==> src/rtl/if_id_queue_if.sv <==
// Fetch->decode handshake bundle: fetch write port, decode read port, flush and occupancy.
// Combinational only: the queue behind it fixes latency and backpressure behaviour.
// master = fetch/decode environment side, slave = queue side.
interface if_id_queue_if #(
    parameter int DEPTH = 2
);
    localparam int CW = $clog2(DEPTH + 1);

    logic          f_valid;
    logic [31:0]   f_ins;
    logic [31:0]   f_pc;
    logic [31:0]   f_pc_plus_4;
    logic          f_ready;
    logic          d_valid;
    logic [31:0]   d_ins;
    logic [31:0]   d_pc;
    logic [31:0]   d_pc_plus_4;
    logic          d_ready;
    logic          flush;
    logic [CW-1:0] count;

    modport master (
        output f_valid, f_ins, f_pc, f_pc_plus_4, d_ready, flush,
        input  f_ready, d_valid, d_ins, d_pc, d_pc_plus_4, count
    );

    modport slave (
        input  f_valid, f_ins, f_pc, f_pc_plus_4, d_ready, flush,
        output f_ready, d_valid, d_ins, d_pc, d_pc_plus_4, count
    );
endinterface

==> src/rtl/if_id_queue.sv <==
// Show-ahead fetch->decode instruction FIFO of {ins, pc, pc+4}; optional IFQ_BUBBLE_CNT_EN adds bubble_cnt.
// Latency: write to d_valid is 1 cycle (no empty bypass); 1 entry/cycle sustained when neither empty nor full.
// Backpressure: f_ready/d_valid come from registered count only; no write-through when full; flush wins over both.
module if_id_queue #(
    parameter int DEPTH = 2
) (
    input  logic        clk,
    input  logic        rst,
    if_id_queue_if.slave q
`ifdef IFQ_BUBBLE_CNT_EN
    ,
    output logic [31:0] bubble_cnt
`endif
);
    localparam int CW = $clog2(DEPTH + 1);
    localparam int PW = (DEPTH > 1) ? $clog2(DEPTH) : 1;
    localparam logic [CW-1:0] FULL = CW'(DEPTH);
    localparam logic [31:0]   NOP  = 32'h0000_0013;

    typedef struct packed {
        logic [31:0] ins;
        logic [31:0] pc;
        logic [31:0] pc_plus_4;
    } entry_t;

    entry_t        mem [DEPTH];
    entry_t        head;
    logic [PW-1:0] wr_ptr;
    logic [PW-1:0] rd_ptr;
    logic [CW-1:0] count_q;
    logic          f_ready;
    logic          d_valid;
    logic          wr_en;
    logic          rd_en;

    assign f_ready = (count_q != FULL);
    assign d_valid = (count_q != '0);
    assign wr_en   = q.f_valid && f_ready && !q.flush;
    assign rd_en   = d_valid && q.d_ready && !q.flush;

    always_ff @(posedge clk or negedge rst) begin
        if (!rst) begin
            wr_ptr  <= '0;
            rd_ptr  <= '0;
            count_q <= '0;
        end else if (q.flush) begin
            wr_ptr  <= '0;
            rd_ptr  <= '0;
            count_q <= '0;
        end else begin
            // DEPTH is a power of two, so natural pointer overflow is the modulo wrap
            if (wr_en) wr_ptr <= wr_ptr + PW'(1);
            if (rd_en) rd_ptr <= rd_ptr + PW'(1);
            unique case ({wr_en, rd_en})
                2'b10:   count_q <= count_q + CW'(1);
                2'b01:   count_q <= count_q - CW'(1);
                default: count_q <= count_q;
            endcase
        end
    end

    // Storage is deliberately left uncleared by reset and flush; d_valid gates its visibility.
    always_ff @(posedge clk) begin
        if (wr_en) begin
            mem[wr_ptr] <= '{ins: q.f_ins, pc: q.f_pc, pc_plus_4: q.f_pc_plus_4};
        end
    end

    always_comb begin
        head = '{ins: NOP, pc: '0, pc_plus_4: '0};
        if (d_valid) head = mem[rd_ptr];
    end

    assign q.f_ready     = f_ready;
    assign q.d_valid     = d_valid;
    assign q.d_ins       = head.ins;
    assign q.d_pc        = head.pc;
    assign q.d_pc_plus_4 = head.pc_plus_4;
    assign q.count       = count_q;

`ifdef IFQ_BUBBLE_CNT_EN
    // Decode starvation: decode asked but nothing was there; saturates, immune to flush.
    always_ff @(posedge clk or negedge rst) begin
        if (!rst) begin
            bubble_cnt <= '0;
        end else if (q.d_ready && !d_valid && (bubble_cnt != 32'hFFFF_FFFF)) begin
            bubble_cnt <= bubble_cnt + 32'd1;
        end
    end
`endif
endmodule

==> src/flat_wrapper.sv <==
// flat-port wrapper written by rule: the top's interface ports become plain ports
module if_id_queue_flat 
#(
    parameter int DEPTH = 2
)
  (clk, rst, q_f_valid, q_f_ins, q_f_pc, q_f_pc_plus_4, q_d_ready, q_flush, q_f_ready, q_d_valid, q_d_ins, q_d_pc, q_d_pc_plus_4, q_count);
  if_id_queue_if #(.DEPTH(DEPTH)) q_i ();
  input  logic clk;
  input  logic rst;
  input wire logic [$bits(q_i.f_valid)-1:0] q_f_valid;
  input wire logic [$bits(q_i.f_ins)-1:0] q_f_ins;
  input wire logic [$bits(q_i.f_pc)-1:0] q_f_pc;
  input wire logic [$bits(q_i.f_pc_plus_4)-1:0] q_f_pc_plus_4;
  input wire logic [$bits(q_i.d_ready)-1:0] q_d_ready;
  input wire logic [$bits(q_i.flush)-1:0] q_flush;
  output wire logic [$bits(q_i.f_ready)-1:0] q_f_ready;
  output wire logic [$bits(q_i.d_valid)-1:0] q_d_valid;
  output wire logic [$bits(q_i.d_ins)-1:0] q_d_ins;
  output wire logic [$bits(q_i.d_pc)-1:0] q_d_pc;
  output wire logic [$bits(q_i.d_pc_plus_4)-1:0] q_d_pc_plus_4;
  output wire logic [$bits(q_i.count)-1:0] q_count;
  assign q_i.f_valid = q_f_valid;
  assign q_i.f_ins = q_f_ins;
  assign q_i.f_pc = q_f_pc;
  assign q_i.f_pc_plus_4 = q_f_pc_plus_4;
  assign q_i.d_ready = q_d_ready;
  assign q_i.flush = q_flush;
  assign q_f_ready = q_i.f_ready;
  assign q_d_valid = q_i.d_valid;
  assign q_d_ins = q_i.d_ins;
  assign q_d_pc = q_i.d_pc;
  assign q_d_pc_plus_4 = q_i.d_pc_plus_4;
  assign q_count = q_i.count;
  if_id_queue #(.DEPTH(DEPTH)) u_core (.clk(clk), .rst(rst), .q(q_i));
endmodule
==> config.mk <==
export PLATFORM = sky130hd
export DESIGN_NAME = if_id_queue_flat
export DESIGN_NICKNAME = d
export VERILOG_FILES = /design/src/rtl/if_id_queue_if.sv /design/src/rtl/if_id_queue.sv /design/src/flat_wrapper.sv
export SDC_FILE = /design/constraint.sdc
export NUM_CORES = 1
export LEC_CHECK = 0
export ABC_AREA = 1
export CELL_PAD_IN_SITES_DETAIL_PLACEMENT = 2
export CELL_PAD_IN_SITES_GLOBAL_PLACEMENT = 2
export CORE_ASPECT_RATIO = 2
export CORE_MARGIN = 2
export CORE_UTILIZATION = 41
export DETAILED_ROUTE_END_ITERATION = 8
export DONT_BUFFER_PORTS = 1
export PLACE_DENSITY_LB_ADDON = 0.1
export RECOVER_POWER = 25
export REMOVE_ABC_BUFFERS = 1
export SLEW_MARGIN = 20
export SYNTH_ARGS = -nofsm -noshare
export SYNTH_HDL_FRONTEND = slang
export SYNTH_SLANG_ARGS = --single-unit
==> constraint.sdc <==
create_clock -name clk -period 8.55 [get_ports clk]
set_input_delay 0.855 -clock clk [delete_from_list [all_inputs] [get_ports clk]]
set_output_delay 0.855 -clock clk [all_outputs]
set_load 0.05 [all_outputs]
After elaboration in Yosys (flattened, before gate mapping):

Memories as Yosys holds them, arrays and structs flattened.
Index checks and enable logic that the tools add are counted.

* output and inout bits: 100
* memory bits (read-only): 0
* memory bits (writable): 192
* memories: 1
* register bits after elaboration: 4
* bits in latches: 0

Memory list
* u_core.mem: depth 2, bits a word 96, rd ports 1, clocked after memory_dff 0, write ports 1, RTL line if_id_queue.sv:26 `entry_t mem [DEPTH];`

* muxes and demuxes: 9
* add/sub/neg operators: 4
* $mul: 0
* divide/modulo/power cells: 0
* equal/unequal tests: 3
* order comparisons: 0
* shift-type cells: 0
* bitwise gates (word level): 0
* reduce and logical (&&, ||, !) cells: 9

Operator list (number)
* $mux W96: 1
* $mux W1: 6
* $reduce_bool A2 Y1: 3
* $logic_and A1 B1 Y1: 4
* $pmux W2 S2: 1
* $reduce_bool A3 Y1: 1
* $add A1 B1 Y1 const B: 2
* $add A2 B1 Y2 const B: 1
* $eq A2 B1 Y1 const B: 1
* $eq A2 B2 Y1 const B: 1
* $mux W2: 1
* $ne A2 B2 Y1 const B: 1
* $sub A2 B1 Y2 const B: 1
* $logic_not A1 Y1: 1

Logic depth before layout (Yosys ltp):

Gate-level depths: netlist of run 1.

* word-level depth: 6
* gate-level depth with buffers: 9
* depth with buffers taken out: 9

Worst setup path before layout of run 1:

Ideal clock, no wire load.

* kind: reg-to-reg
* from: register u_core.count_q[0] (netlist: u_core.q.count[0])
* to: memory u_core.mem[1][0] in the netlist's numbering, enable pin
* cell stages (with the launch flop): 5
* data arrival time: 7.694 ns
* buffers on the path: 0
* required time: 7.880 ns
* clock period less this slack: 8.364 ns
* setup slack: 0.186 ns
* path through: dfrtp_1 inv_2 nand2_2 nand2_2 nor3_1

* cells in the longest elaborated chain, start to end: 5

Ends and longest elaborated chain
* from (decl): RTL line if_id_queue.sv:30 `logic [CW-1:0] count_q;`
* from (signal assigned): RTL line if_id_queue.sv:55 `2'b10: count_q <= count_q + CW'(1);`
* from (signal assigned): RTL line if_id_queue.sv:56 `2'b01: count_q <= count_q - CW'(1);`
* from (signal assigned): RTL line if_id_queue.sv:57 `default: count_q <= count_q;`
* $ne A2 B2 Y1: RTL line if_id_queue.sv:36 `assign f_ready = (count_q != FULL);`
* net q_f_ready: RTL line flat_wrapper.sv:16 `output wire logic [$bits(q_i.f_ready)-1:0] q_f_ready;`
* $logic_and A1 B1 Y1 (2 in a row): RTL line if_id_queue.sv:38 `assign wr_en = q.f_valid && f_ready && !q.flush;`
* $mux W1: RTL line if_id_queue.sv:64 `if (wr_en) begin`
* $mux W1 (not written as such): RTL line if_id_queue.sv:65 `mem[wr_ptr] <= '{ins: q.f_ins, pc: q.f_pc, pc_plus_4: q.f_pc_plus_4};`
* to (decl): RTL line if_id_queue.sv:26

The timed path passes the listed nets, and every way through them passes these cells.

Worst setup path after layout of run 1:

* from: register u_core.rd_ptr
* to: output port q_d_pc[2]

* cells in the longest elaborated chain, start to end: 2

Ends and longest elaborated chain
* from (decl): RTL line if_id_queue.sv:29 `logic [PW-1:0] rd_ptr;`
* from (signal assigned): RTL line if_id_queue.sv:53 `if (rd_en) rd_ptr <= rd_ptr + PW'(1);`
* $mem_v2 Z2 W96
* $mux W96: RTL line if_id_queue.sv:71 `if (d_valid) head = mem[rd_ptr];`
* to (decl): RTL line flat_wrapper.sv:19 `output wire logic [$bits(q_i.d_pc)-1:0] q_d_pc;`

No other way between the ends.

==> results of run 1 <==
==> state kept, by name (all words and copies together), names as in the netlist <==
register	flops
u_core.rd_ptr	1
u_core.q.count	2
u_core.wr_ptr	1
u_core.mem	192
==> cells in the final DEF, fill, tap and decap left out <==
cell       count
nand2_1      205
edfxtp_1     192
a21oi_1       87
clkbuf_16     17
a21oi_2        8
buf_4          6
nand2_2        5
inv_1          4
clkinv_4       4
inv_2          3
nand3_1        3
inv_6          3
dfrtp_1        3
clkinv_2       2
nor2_1         2
nand3_2        2
clkbuf_1       2
bufinv_16      2
nor2_4         1
nor3_2         1
inv_4          1
nand3b_1       1
o21ai_1        1
o21ai_0        1
clkinv_1       1
buf_12         1
buf_16         1
dfrtp_4        1
==> where the power goes <==
group / total, mW / switching (mW) / internal, mW
combinational: 1.24 / 1.11 / 0.130
clock: 0.770 / 0.339 / 0.431
sequential: 1.21 / 0.0647 / 1.15
==> critical path, delay by kind of cell, from the launching register on <==
kind / cells / cell delay [ns]
AOI/OAI and AO/OA: 1 / 0.91
DFF: 1 / 0.71
buffers and inverters: 2 / 1.21
and+or+nand+nor: 1 / 0.11
==> path summary, 6_finish.rpt <==
path / to / startpoint / cells after the start
min in group clk: u_core.mem[1][38]$_DFFE_PP_ / q_f_pc[6] / 0
worst max-delay path: q_d_pc[2] / u_core.rd_ptr$_DFFE_PN0P_ / 4
worst min register to register: u_core.wr_ptr$_DFFE_PN0P_ / u_core.wr_ptr$_DFFE_PN0P_ / 2
max in group asynchronous: u_core.rd_ptr$_DFFE_PN0P_ / rst / 0
worst min-delay path: u_core.q.count[1]$_DFFE_PN0P_ / rst / 0
worst max register to register: u_core.mem[0][31]$_DFFE_PP_ / u_core.q.count[0]$_DFFE_PN0P_ / 7
==> final cells by class <==
cell class	count	area, um^2	area share
Clock buffer	19	433	0.0527
Multi-Input combinational cell	317	1390	0.169
Timing Repair Buffer	8	92.6	0.0113
Inverter	9	37.5	0.00457
Clock inverter	11	130	0.0158
Tap cell	213	267	0.0324
Sequential cell	196	5870	0.714
==> through the flow <==
| stage | cell area, um^2 | std cells | utilization | worst slack, ns |
|---|---|---|---|---|
| 2_1_floorplan | 7250 | 522 | - | 0.186 |
| 3_3_place_gp | 7580 | 741 | 0.426 | 4.39 |
| 3_5_place_dp | 7620 | 742 | 0.428 | 4.32 |
| 4_1_cts | 8180 | 772 | 0.460 | 3.82 |
| 5_1_grt | 8220 | 773 | 0.462 | 4.00 |
| 6_report | 8220 | 773 | 0.462 | 4.25 |
==> logic make-up (layout without fill, tap and decap cells) <==
family / count (synthesis) / in the layout / synth area share
buffers and inverters: 40 / 47 / 0.0280
and+or+nand+nor: 220 / 220 / 0.116
DFF: 196 / 196 / 0.790
AOI/OAI and AO/OA: 97 / 97 / 0.0659
==> per-layer routing <==
layer	up-vias	global-route usage
met1	2140	0.194
met4	0	0.0949
met2	140	0.350
met5	-	0
li1	1921	-
met3	33	0.0681
==> flow_metrics.tcl, run 1 <==
set metrics [dict create \
    p_leak_nw 2.81 \
    firstDrtPassIters 4 \
    min_period_over_period 0.503 \
    synth_cell_types 19 \
    dieArea_um2 19300 \
    clk_path_buf_depth 2 \
    yosysTopAreaCell "edfxtp_1" \
    num_antenna_cells 0 \
    wirelength_um 18400 \
    first_iter_violations 176 \
    row_count 69 \
    viasPerCell 5.48 \
    core_um2 17800 \
    clkSlewWorstSetupHoldPaths_ns 0.07 \
    crit_chain "clkinv_2, buf_4, nand2_1, a21oi_1" \
    holdWs_ns 0.111 \
    synthTopCellsByArea "edfxtp_1, nand2_1, a21oi_1" \
    nets 650 \
    cts_hold_buf 0 \
    p_per_area_nw_per_um2 392 \
    cts_max_level 4 \
    max_clock_freq_mhz 233 \
    hold_viol 0 \
    n_fill_cell 1729 \
    synth_ff_type "edfxtp_1" \
    vias 4234 \
    syn_to_final_growth_pct 10.7 \
    grt_pass1_vias 4766 \
    drc 0 \
    yosysWarnings 0 \
    antenna_found_initial 0 \
    worst-setup-path-type "flip-flop to output port" \
    p_total_mw 3.22 \
    insertion_delay_ns 0.43 \
    cp_max_fo 51 \
    cp.arrival_ns 3.44 \
    synth_top_area_frac 0.777 \
    fin_tns_setup_ns 0 \
    worst_path_max_delay_cell "a21oi_1" \
    rsz0062_at_grt "no" \
    yosysSeqAreaShare 0.790 \
    synth_top_cells_by_count "nand2_1, edfxtp_1, a21oi_1, buf_2, buf_4" \
    syn_area_um2 7420 \
    drive_gt1_frac 0.104 \
    m1WireLength_um 6030 \
    globalRouteTotalUtil 0.195 \
    die_width_um 99.1 \
    die_h_um 194 \
    place_congestion 0.738 \
    cts_setup_buffers 0 \
    grt_max_degree 98 \
    wl_met2_um 10400 \
    postRouteAntennaNets 0 \
    rrSetupSlack_ns 5.38 \
    cts_sinks 196 \
    maxSlewViolCount 0 \
    routedWlPerCell_um 23.8 \
    synth_cells 553 \
    cts-root-buf "clkbuf_16" \
    cap_violations 0 \
    hold_path.class "input port to asynchronous set/reset pin" \
    ir_worst_vdd_mv 0.170 \
    synthArstFlopShare 0.0204 \
    required_ns 7.70 \
    yosysMostFrequentCell "nand2_1" \
    top_layer_used "met4" \
    setup_viol 0 \
    crit_path_end_kind "output port" \
    fin_crit_ns 4.30 \
    initial_core_util 0.417 \
    wl_met3_um 1270 \
    numCtsBuffers 17 \
    max_stage_delay_ns 0.91 \
    post_cts_resized 0 \
    yosys_register_bits 196 \
    ios 201 \
    grt_overflow 0 \
    outcome "completed" \
    avgSynthCellArea_um2 13.4 \
    start_kind "flip-flop" \
    cts_tree "done" \
    synth_edf_count 192 \
    skew_ns 0.00851 \
    worstMarginPinSlew_ns 1.17 \
    relSlewSlack 0.224 \
    io_buffers 0 \
    dp_hpwl_um 11800 \
    grt_pass1_wl_um 27500 \
]
Note: power is estimated with default switching activity, not from simulation.
==> inputs of run 2 (changes only) <==
--- a/config.mk
+++ b/config.mk
@@ -10,7 +10,7 @@
 export CELL_PAD_IN_SITES_GLOBAL_PLACEMENT = 2
 export CORE_ASPECT_RATIO = 2
 export CORE_MARGIN = 2
-export CORE_UTILIZATION = 41
+export CORE_UTILIZATION = 37
 export DETAILED_ROUTE_END_ITERATION = 8
 export DONT_BUFFER_PORTS = 1
 export PLACE_DENSITY_LB_ADDON = 0.1
==> constraint.sdc (replaced) <==
create_clock -name clk -period 3.9 [get_ports clk]
set_input_delay 0.39 -clock clk [delete_from_list [all_inputs] [get_ports clk]]
set_output_delay 0.39 -clock clk [all_outputs]
set_load 0.05 [all_outputs]
==> run 2 against run 1 <==
  * Critical path depth up 1
  * Sequential power rose by 120%
  * Cell count increased by 19%
  * Highest routed layer unchanged
  * Sequential share of layout area is 5.9 points lower
  * Clock-buffer cell count is the same
  * Register-to-register slack got worse by 4.2 ns
  * Via count increased by 8.7%
  * Combinational power grew to 2.7 times the previous value
  * Largest cell class unchanged
  * Clock skew down 0.0024 ns
  * First-iteration DRC count rose by 13%
  * Critical endpoint is now q_d_pc[11]
==> flow_metrics.tcl, run 2 (synthesized netlist as in run 1, its figures left out) <==
set metrics [dict create \
    outcome "completed" \
    grt_max_degree 97 \
    die_h_um 204 \
    ir_worst_vdd_mv 0.439 \
    drc 0 \
    firstDrtPassIters 4 \
    top_register "u_core.mem" \
    clkSlewWorstSetupHoldPaths_ns 0.07 \
    setup_viol 0 \
    cts-root-buf "clkbuf_16" \
    start_kind "flip-flop" \
    stdcell_count 918 \
    numCtsBuffers 17 \
    globalRouteTotalUtil 0.186 \
    seqPwrFrac 0.344 \
    p_clk_frac 0.214 \
    grt_pass1_vias 5106 \
    ios 201 \
    p_leak_nw 3.30 \
    worstMarginPinSlew_ns 0.818 \
    grt_pass1_wl_um 28900 \
    die_width_um 104 \
    vias 4602 \
    largest_reg_flops 192 \
    utilization 0.452 \
    num_antenna_cells 0 \
    skew_ns 0.00609 \
    routedWlPerCell_um 21.0 \
    viasPerCell 5.01 \
    hold_path.class "input port to flip-flop" \
    min_period_over_period 0.730 \
    nets 744 \
    holdWs_ns 0.0441 \
    crit_path_end_kind "output port" \
    r2r_cells 7 \
    drive_gt1_frac 0.223 \
    comb_power_share 0.442 \
    fin_tns_setup_ns 0 \
    switchingPower_mw 3.40 \
    io_buffers 0 \
    final_common_cell "nand2_1" \
    grt_overflow 0 \
    place_ws_ns 1.17 \
    p_total_mw 7.59 \
    row_count 73 \
    required_ns 3.51 \
    cts_max_level 4 \
    min_path_cells 0 \
    postRouteAntennaNets 0 \
    rsz0062_at_grt "no" \
    clk_path_buf_depth 2 \
    cts_sinks 196 \
    swShare 0.448 \
    first_iter_violations 199 \
    hold_viol 0 \
    placed_area_um2 8400 \
    worst-setup-path-type "flip-flop to output port" \
    cap_violations 0 \
    setup_slack_ns 1.05 \
    insertion_delay_ns 0.44 \
    syn_to_final_growth_pct 20.7 \
    internal-power_mw 4.19 \
    maxSlewViolCount 0 \
    antenna_found_initial 0 \
    cts_hold_buf 1 \
    dp_hpwl_um 12900 \
    cts_setup_buffers 0 \
    place_congestion 0.727 \
    core_um2 19800 \
    p_per_area_nw_per_um2 847 \
    dieArea_um2 21300 \
    initial_core_util 0.374 \
    fin_crit_ns 2.85 \
    cp.arrival_ns 2.46 \
    mostFrequentLayoutCells "nand2_1, edfxtp_1, buf_4" \
    design_area_um2 8960 \
    post_cts_resized 0 \
    wirelength_um 19300 \
    max_clock_freq_mhz 351 \
    dp.cells 885 \
    cts_tree "done" \
    relSlewSlack 0.455 \
    cp_max_fo 40 \
]
run 2: changes by cell type in the layout (fill, tap and decap cells not counted):
cell | before | now
clkinv_4 | 4 | 2
buf_16 | 1 | 0
a21oi_2 | 8 | 1
clkinv_2 | 2 | 7
bufinv_16 | 2 | 1
dlygate4sd3_1 | 0 | 1
a21oi_1 | 87 | 94
buf_6 | 0 | 1
buf_4 | 6 | 96
buf_12 | 1 | 4
run 2: area by class of cell:
type,instances,area [um^2]
fill,1995,10900
sequential,196,5870
multi-input combinational,317,1360
timing repair buffer,102,822
clock buffer,19,433
tap,262,328
clock inverter,13,108
inverter,9,37.5
run 2: critical path: stages, from the launching register on:
cell and delay, ns:
dfrtp_4 0.48, clkinv_2 0.42, buf_4 0.50, nand2_1 0.09, a21oi_1 0.25, buf_4 0.25
run 2: per-layer routing:
layer,GRT usage,part of all wire,routed length [um]
met2,0.361,0.58,11300
met4,0.0767,0.025,486
met5,0,0,0
met3,0.0635,0.060,1150
met1,0.173,0.33,6400
run 2: power by group through the flow:
stage               combinational [mW]  clock, mW  sequential (mW)
floorplan                         2.26          0             2.71
global placement                  3.36          0             2.64
detailed placement                3.41          0             2.66
CTS                               3.42       1.68             2.62
global route                      3.56       1.74             2.63
finish                            3.35       1.62             2.61
run 2: worst paths after layout:
| kind | from | end | slack (ns) |
|---|---|---|---|
| worst max-delay path | u_core.rd_ptr$_DFFE_PN0P_ | q_d_pc[11] | 1.05 |
| worst min-delay path | q_f_pc_plus_4[7] | u_core.mem[1][7]$_DFFE_PP_ | 0.04 |
| worst max register to register | u_core.q.count[0]$_DFFE_PN0P_ | u_core.mem[0][60]$_DFFE_PP_ | 1.18 |
| worst min register to register | u_core.wr_ptr$_DFFE_PN0P_ | u_core.wr_ptr$_DFFE_PN0P_ | 0.61 |
| max in group asynchronous | rst | u_core.rd_ptr$_DFFE_PN0P_ | 3.42 |
| min in group asynchronous | rst | u_core.wr_ptr$_DFFE_PN0P_ | 0.25 |
